<file path="src/rtl/umi_reg_endpoint.sv">
// -----------------------------------------------------------------------------
// umi_reg_endpoint
//   UMI device-side endpoint that converts single-word UMI requests into a
//   simple register strobe interface. It handles one transaction at a time.
//   Register read data is expected one cycle after reg_read. Read and write
//   responses are generated back toward the host.
//
//   Optional build macro: UMI_REGIF_ERR_RESP_EN
//     When defined, two kinds of request get an error response (cmd[26:25]=2'b10,
//     data 0) and no register strobe:
//       - requests with an unsupported opcode
//       - READ or WRITE requests with a non-zero len
//     Normal responses carry cmd[26:25]=2'b00.
//     When undefined, unsupported opcodes are dropped silently, and cmd[26:25]
//     is copied from the request.
//
// Ports
//   clk, nreset            clock; asynchronous active-low reset
//   udev_req_*             UMI request channel (valid/ready handshake)
//   udev_resp_*            UMI response channel (valid/ready handshake)
//   reg_addr               register address (full request dstaddr)
//   reg_write / reg_read   one-cycle write / read strobes
//   reg_opcode/size/len    request cmd fields [4:0], [7:5], [15:8]
//   reg_wrdata             write data, request data[RW-1:0]
//   reg_rddata             read data, valid the cycle after reg_read
// -----------------------------------------------------------------------------
module umi_reg_endpoint #(
  parameter int CW = 32,
  parameter int AW = 64,
  parameter int DW = 256,
  parameter int RW = 32
) (
  input  logic          clk,
  input  logic          nreset,
  input  logic          udev_req_valid,
  input  logic [CW-1:0] udev_req_cmd,
  input  logic [AW-1:0] udev_req_dstaddr,
  input  logic [AW-1:0] udev_req_srcaddr,
  input  logic [DW-1:0] udev_req_data,
  output logic          udev_req_ready,
  output logic          udev_resp_valid,
  output logic [CW-1:0] udev_resp_cmd,
  output logic [AW-1:0] udev_resp_dstaddr,
  output logic [AW-1:0] udev_resp_srcaddr,
  output logic [DW-1:0] udev_resp_data,
  input  logic          udev_resp_ready,
  output logic [AW-1:0] reg_addr,
  output logic          reg_write,
  output logic          reg_read,
  output logic [4:0]    reg_opcode,
  output logic [2:0]    reg_size,
  output logic [7:0]    reg_len,
  output logic [RW-1:0] reg_wrdata,
  input  logic [RW-1:0] reg_rddata
);

  localparam logic [4:0] REQ_READ   = 5'h01;
  localparam logic [4:0] REQ_WRITE  = 5'h03;
  localparam logic [4:0] REQ_POSTED = 5'h05;
  localparam logic [4:0] RESP_READ  = 5'h02;
  localparam logic [4:0] RESP_WRITE = 5'h04;

  typedef enum logic [1:0] {
    IDLE   = 2'd0,
    STROBE = 2'd1,
    RDWAIT = 2'd2,
    RESP   = 2'd3
  } state_t;

  state_t        state_r;
  logic          ready_r;
  logic [CW-1:0] cmd_r;
  logic [AW-1:0] dstaddr_r;
  logic [AW-1:0] srcaddr_r;
  logic [RW-1:0] wrdata_r;
  logic          err_r;
  logic          reg_read_r;
  logic          reg_write_r;
  logic          resp_valid_r;
  logic [CW-1:0] resp_cmd_r;
  logic [DW-1:0] resp_data_r;

  logic          hs_s;
  logic          is_read_s;
  logic          is_write_s;
  logic          is_posted_s;
  logic          err_s;
  logic          unused_s;

  // Build the response command.
  // The upper command bits are copied from the request.
  // In error-response builds, bits [26:25] carry the response status.
  function automatic logic [CW-1:0] resp_cmd_f(input logic [CW-1:0] req_cmd,
                                               input logic [4:0]    op,
                                               input logic          err);
    logic [CW-1:0] res;
    res = {req_cmd[CW-1:5], op};
`ifdef UMI_REGIF_ERR_RESP_EN
    res[26:25] = err ? 2'b10 : 2'b00;
`else
    res[26:25] = res[26:25] | {1'b0, err};
`endif
    return res;
  endfunction

  // Error responses to read-like opcodes come back as RESP_READ.
  // All other error responses come back as RESP_WRITE.
  function automatic logic [4:0] err_op_f(input logic [4:0] op);
    return (!op[2] && !op[1] && op[0]) ? RESP_READ : RESP_WRITE;
  endfunction

  assign hs_s     = udev_req_valid && ready_r;
  assign unused_s = ^udev_req_data;

  // Decode the incoming request opcode and decide whether it is an error.
  always_comb begin
    is_read_s   = (udev_req_cmd[4:0] == REQ_READ);
    is_write_s  = (udev_req_cmd[4:0] == REQ_WRITE);
    is_posted_s = (udev_req_cmd[4:0] == REQ_POSTED);
`ifdef UMI_REGIF_ERR_RESP_EN
    if (!(is_read_s || is_write_s || is_posted_s)) begin
      err_s = 1'b1;
    end else if ((is_read_s || is_write_s) && (udev_req_cmd[15:8] != 8'h00)) begin
      err_s = 1'b1;
    end else begin
      err_s = 1'b0;
    end
`else
    err_s = 1'b0;
`endif
  end

  // Transaction FSM.
  // Holds the request latches and drives every registered output.
  always_ff @(posedge clk or negedge nreset) begin
    if (!nreset) begin
      state_r      <= IDLE;
      ready_r      <= 1'b0;
      cmd_r        <= {CW{1'b0}};
      dstaddr_r    <= {AW{1'b0}};
      srcaddr_r    <= {AW{1'b0}};
      wrdata_r     <= {RW{1'b0}};
      err_r        <= 1'b0;
      reg_read_r   <= 1'b0;
      reg_write_r  <= 1'b0;
      resp_valid_r <= 1'b0;
      resp_cmd_r   <= {CW{1'b0}};
      resp_data_r  <= {DW{1'b0}};
    end else begin
      case (state_r)
        IDLE: begin
          if (hs_s) begin
            cmd_r       <= udev_req_cmd;
            dstaddr_r   <= udev_req_dstaddr;
            srcaddr_r   <= udev_req_srcaddr;
            wrdata_r    <= udev_req_data[RW-1:0];
            err_r       <= err_s;
            // Strobes are registered here so that they are high during STROBE.
            reg_read_r  <= is_read_s && !err_s;
            reg_write_r <= (is_write_s || is_posted_s) && !err_s;
            ready_r     <= 1'b0;
            state_r     <= STROBE;
          end else begin
            // The first idle edge after reset raises ready.
            ready_r <= 1'b1;
          end
        end
        STROBE: begin
          reg_read_r  <= 1'b0;
          reg_write_r <= 1'b0;
          if (err_r) begin
            resp_cmd_r   <= resp_cmd_f(cmd_r, err_op_f(cmd_r[4:0]), 1'b1);
            resp_data_r  <= {DW{1'b0}};
            resp_valid_r <= 1'b1;
            state_r      <= RESP;
          end else begin
            case (cmd_r[4:0])
              REQ_READ: begin
                state_r <= RDWAIT;
              end
              REQ_WRITE: begin
                resp_cmd_r   <= resp_cmd_f(cmd_r, RESP_WRITE, 1'b0);
                resp_data_r  <= {DW{1'b0}};
                resp_valid_r <= 1'b1;
                state_r      <= RESP;
              end
              default: begin
                // Posted writes and dropped opcodes return straight to idle.
                ready_r <= 1'b1;
                state_r <= IDLE;
              end
            endcase
          end
        end
        RDWAIT: begin
          resp_cmd_r   <= resp_cmd_f(cmd_r, RESP_READ, 1'b0);
          resp_data_r  <= DW'(reg_rddata);
          resp_valid_r <= 1'b1;
          state_r      <= RESP;
        end
        RESP: begin
          if (udev_resp_ready) begin
            resp_valid_r <= 1'b0;
            ready_r      <= 1'b1;
            state_r      <= IDLE;
          end else begin
            resp_valid_r <= 1'b1;
          end
        end
        default: begin
          ready_r <= 1'b0;
          state_r <= IDLE;
        end
      endcase
    end
  end

  assign udev_req_ready    = ready_r;
  assign udev_resp_valid   = resp_valid_r;
  assign udev_resp_cmd     = resp_cmd_r;
  assign udev_resp_dstaddr = srcaddr_r;
  assign udev_resp_srcaddr = dstaddr_r;
  assign udev_resp_data    = resp_data_r;
  assign reg_addr          = dstaddr_r;
  assign reg_write         = reg_write_r;
  assign reg_read          = reg_read_r;
  assign reg_opcode        = cmd_r[4:0];
  assign reg_size          = cmd_r[7:5];
  assign reg_len           = cmd_r[15:8];
  assign reg_wrdata        = wrdata_r;

endmodule

</file>
<file path="config.mk">
export PLATFORM = sky130hd
export DESIGN_NAME = umi_reg_endpoint
export DESIGN_NICKNAME = d
export VERILOG_FILES = /design/src/rtl/umi_reg_endpoint.sv
export SDC_FILE = /design/constraint.sdc
export NUM_CORES = 1
export LEC_CHECK = 0
export ABC_AREA = 1
export CORE_AREA = 4 4 381 383
export CTS_CLUSTER_DIAMETER = 150
export DETAILED_ROUTE_END_ITERATION = 7
export DIE_AREA = 0 0 385 387
export PLACE_DENSITY = 0.37
export SYNTH_ARGS = -nofsm -noshare
export SYNTH_HDL_FRONTEND = slang
export SYNTH_SLANG_ARGS = --single-unit
</file>
<file path="constraint.sdc">
create_clock -name clk -period 1.33 [get_ports clk]
set_clock_uncertainty 0.15 [all_clocks]
set_input_delay 0.399 -clock clk [delete_from_list [all_inputs] [get_ports clk]]
set_output_delay 0.399 -clock clk [all_outputs]
set_load 0.005 [all_outputs]
</file>
Word level (Yosys, flattened, before mapping)
Index checks and enable logic that the tools add are counted.
{"block": "op_classes", "n_eq_ne": 12, "muxes": 19, "reduce_logical": 14}
{"cell": "case mux 256 bit (2 select lines)", "count": 1}
{"cell": "2-to-1 mux 256 bit", "count": 1}
{"cell": "case mux 32 bit (2 select lines)", "count": 1}
{"cell": "2-to-1 mux 32 bit", "count": 1}
{"cell": "equality test 5 x 1 -> 1 bit, second input constant", "count": 2}
{"cell": "equality test 5 x 2 -> 1 bit, second input constant", "count": 2}
{"cell": "AND reduction 2 bit", "count": 5}
{"cell": "!= test 2 bit, second input constant", "count": 4}
{"cell": "case mux 2 bit (4 select lines)", "count": 1}
{"cell": "2-to-1 mux 1 bit", "count": 7}
{"cell": "case mux 1 bit (3 select lines)", "count": 2}
{"cell": "nonzero test 3 bit", "count": 2}
{"cell": "equality test 5 x 3 -> 1 bit, second input constant", "count": 1}
{"cell": "equality test 2 bit, second input constant", "count": 2}
{"cell": "2-to-1 mux 2 bit", "count": 2}
{"cell": "case mux 1 bit (2 select lines)", "count": 2}
{"cell": "case mux 2 bit (2 select lines)", "count": 1}
{"cell": "nonzero test 2 bit", "count": 2}
{"cell": "AND reduction 3 bit", "count": 1}
{"cell": "equality test 2 x 1 -> 1 bit, second input constant", "count": 1}
{"cell": "logical NOT 2 bit", "count": 1}
{"cell": "OR reduction 2 bit", "count": 1}
{"cell": "logical AND 1 bit", "count": 1}
{"cell": "logical OR 1 bit", "count": 1}
{"block": "totals", "register_bits": 486, "out_inout_bits": 532}

Depth between registers and ports, before layout
{"block": "logic_depth", "word_depth": 4, "mapped_depth": 8, "ltp_nobuf": 7}

Worst setup path after synthesis
OpenSTA, ideal clock, no wires.
{"block": "synth_path", "path_type": "reg2reg", "from": "register with a tool-made name", "to": "register dstaddr_r[0] (netlist: reg_addr[0])", "setup_ns": 0.065, "arrival_time_ns": 1.174, "path_slack_ns": -0.059, "path_stages_with_launch": 8, "synth_period_minus_slack_ns": 1.389, "cell_sequence": "dfrtp_1 > nor2_2 > nand2_2 > inv_2 > buf_4 > buf_4 > nand2_1 > nand2_1"}
{"element": "to (signal assigned)", "line": "140", "text": "dstaddr_r <= {AW{1'b0}};"}
{"element": "to (signal assigned)", "line": "154", "text": "dstaddr_r <= udev_req_dstaddr;"}
{"element": "to (decl)", "line": "73", "text": "logic [AW-1:0] dstaddr_r;"}

Worst setup path in the final report
{"block": "layout_path", "from": "register dstaddr_r[55] (netlist: reg_addr[55])", "to": "output port reg_addr[55]"}
{"element": "to (decl)", "line": "47", "text": "output logic [AW-1:0] reg_addr,"}
No word-level cell between the ends.

==> metrics <==
run status complete, but fails checks; violated checks setup timing; final critical path time including I/O delays and setup 1.78 ns; final global-route overflow total 0; fraction of power spent switching nets 36.0%; pin count of the biggest net entering global routing 27; post-DR wirelength/cell 15.6 um; fill count 15900; number of distinct standard cells referenced by the synthesized netlist 20; highest ir drop seen on vdd 797 uV; final cell count without fillers 4184; cell area after synthesis 12200 um2; number of top-level pins 984; chip height 387 um; synthesized area per cell 8.58 um2; Longest Clk Path Bufs 3; Hold Crit Start udev_req_data[5]; area of the die 149000 um2; final core area utilization 17.7%; Worst Setup SP reg_addr[55]; chip width 385 um; CTS H-Tree Depth 2; area of the core 141000 um2; Synth Register Bits 259; Vias per Instance 2.79; Setup Viol. Count Final 562; area grow syn2layout 105%; worst-path maximum fanout 2; initial standard-cell utilization of the core 8.65%; startpoint types register; Detail Route Antenna Nets 0; power density cells 2240 nW/um2; CP required 0.78 ns; WS Path Type reg -> out; worst skew pair latency 0.57 ns; most common cell after layout, fill and taps aside sky130_fd_sc_hd__nand2_1; MaxCap Viol Count 0; number of DRC violations after detailed-routing iteration 0 315; portion of the post-synthesis area used by sequential elements 53.0%; Final Hold Violating Endpoints 0; antenna violations before repair 3; post-route fraction of the period consumed by the critical path 134%; RePlAce Congestion 0.731; Synth Warn # 0; most frequent cells in the layout sky130_fd_sc_hd__nand2_1, sky130_fd_sc_hd__dfrtp_1, sky130_fd_sc_hd__buf_4, sky130_fd_sc_hd__conb_1, sky130_fd_sc_hd__clkdlybuf4s50_1; cell row count 138; number of global-route vias before repair 11700; layout cells sized above 1 50.2%; Setup Slack @ Placement -0.874 ns; register share of total power 25.8%; global router's overall resource usage 7.89%; type of the most critical hold path in -> reg; Internal Power 35.9 mW; DRC viols 0; cells after synthesis 1426; net count of the finished layout 2715; worst reg-to-reg path cell count 8; switching power 20.2 mW; First-pass DRT Iterations 4; count of final max-slew check failures 0; post-detailed-routing wire length 65.2 mm; wire length of the first global-routing pass 86.0 mm; detailed placement HPWL 44.1 mm; leakage power 12.5 nW; part of the total power dissipated in the clock network 19.8%; worst hold path stage count 3; combinational fraction of design power 54.4%; Worst-path clk slew 0.06 ns; detailed-route via count 11700; Clock Tree Root sky130_fd_sc_hd__clkbuf_16; unrepaired setup endpoints after global routing true; smallest hold slack 0.201 ns; clock tree from TritonCTS done; Worst setup EP type output port; total clock sinks 259; CTS buffer count 37; number of buffers inserted by port buffering 532; count of placed standard cells including taps 3843; PnR worst setup slack -0.453 ns; Achievable Freq 561 MHz; CP arrival 1.23 ns
## sequential cells by signal (all words and copies together) (netlist names), named ones only
signal and count:
cmd_r 32, reg_addr 64, reg_read 1, reg_wrdata 32, reg_write 1, state_r 1, udev_req_ready 1, udev_resp_cmd 29
udev_resp_data 32, udev_resp_dstaddr 64, udev_resp_valid 1
## kinds of logic (layout without fill, tap and decap cells)
kind of cell	Yosys count	after routing	synth area share [%]
other cells	1	229	0.0306
flops	259	259	53.0
buf+inv	379	1019	21.8
compound gates	8	8	0.348
simple gates	779	779	24.8
## Yosys cell counts
library cell	count	area (um2)
sky130_fd_sc_hd__nor3_1	1	5.00
sky130_fd_sc_hd__nand2_2	2	12.5
sky130_fd_sc_hd__nand2_1	704	2640
sky130_fd_sc_hd__buf_1	5	18.8
sky130_fd_sc_hd__conb_1	1	3.75
sky130_fd_sc_hd__clkbuf_1	8	30.0
sky130_fd_sc_hd__nor2_2	2	12.5
sky130_fd_sc_hd__o21a_1	1	7.51
sky130_fd_sc_hd__nand2_4	2	22.5
sky130_fd_sc_hd__dfrtp_1	259	6480
sky130_fd_sc_hd__buf_4	323	2420
sky130_fd_sc_hd__buf_2	29	145
sky130_fd_sc_hd__nor2_1	2	7.51
sky130_fd_sc_hd__inv_2	3	11.3
sky130_fd_sc_hd__nand3b_1	1	7.51
sky130_fd_sc_hd__o21ai_0	6	30.0
sky130_fd_sc_hd__inv_1	11	41.3
sky130_fd_sc_hd__nand4_1	2	12.5
sky130_fd_sc_hd__a21oi_1	1	5.00
sky130_fd_sc_hd__nand3_1	63	315
## worst max-delay path: stages (launching register included)
cell and delay, ns:
sky130_fd_sc_hd__dfrtp_2 0.44, sky130_fd_sc_hd__buf_6 0.13, sky130_fd_sc_hd__buf_6 0.10
## metrics by stage
stage / power [mW] / instance area [um2] / setup TNS [ns]
3_5_place_dp: 35.3 / 19500 / -206.73
3_3_place_gp: 35.5 / 19500 / -212.29
6_report: 56.2 / 25000 / -184.54
4_1_cts: 51.0 / 22300 / -204.46
2_1_floorplan: 21.8 / 13100 / -9.06
5_1_grt: 60.2 / 25000 / -226.67
## timing repair
action,4_1_cts,5_1_grt
endpoints found under the setup margin,563,564
pin swaps,23,136
hold buffers,1,0
hold endpoints to repair,259,0
setup buffers,143,102
gates resized for setup,1496,461
gates cloned,19,21
## layer usage
layer | GRT usage, % | part of all wire (%)
met1 | 9.49 | 40
met2 | 13.1 | 48
met3 | 3.10 | 9.8
met4 | 1.92 | 1.8
met5 | 0 | 0.011
## final timing paths
| check | endpoint | slack [ns] |
|---|---|---|
| min reg2reg | udev_resp_dstaddr[60] | 0.33 |
| min | reg_wrdata[5] | 0.20 |
| max in group asynchronous | reg_addr[3] | 0.34 |
| max reg2reg | udev_resp_dstaddr[57] | -0.42 |
| max | reg_addr[55] | -0.45 |
| min in group asynchronous | cmd_r[8] | 0.21 |
## layout make-up
type / instances / area (um2) / area share (%)
inverter: 14 / 91.3 / 0.365
sequential: 259 / 6490 / 25.9
multi-input combinational: 1014 / 5430 / 21.7
tap: 1890 / 2360 / 9.45
clock inverter: 17 / 253 / 1.01
timing repair buffer: 936 / 9280 / 37.1
antenna: 2 / 5.00 / 0.0200
clock buffer: 51 / 1100 / 4.40
timing repair inverter: 1 / 16.3 / 0.0650
## power by group through the flow
stage,logic (mW),clock network (mW),registers [mW]
2_1_floorplan,7.84,0,14.0
3_3_place_gp,21.0,0,14.4
3_5_place_dp,21.0,0,14.4
4_1_cts,25.0,11.8,14.2
5_1_grt,33.2,11.9,15.0
6_report,30.5,11.1,14.5
No activity file was read; power rests on OpenSTA's default activity.
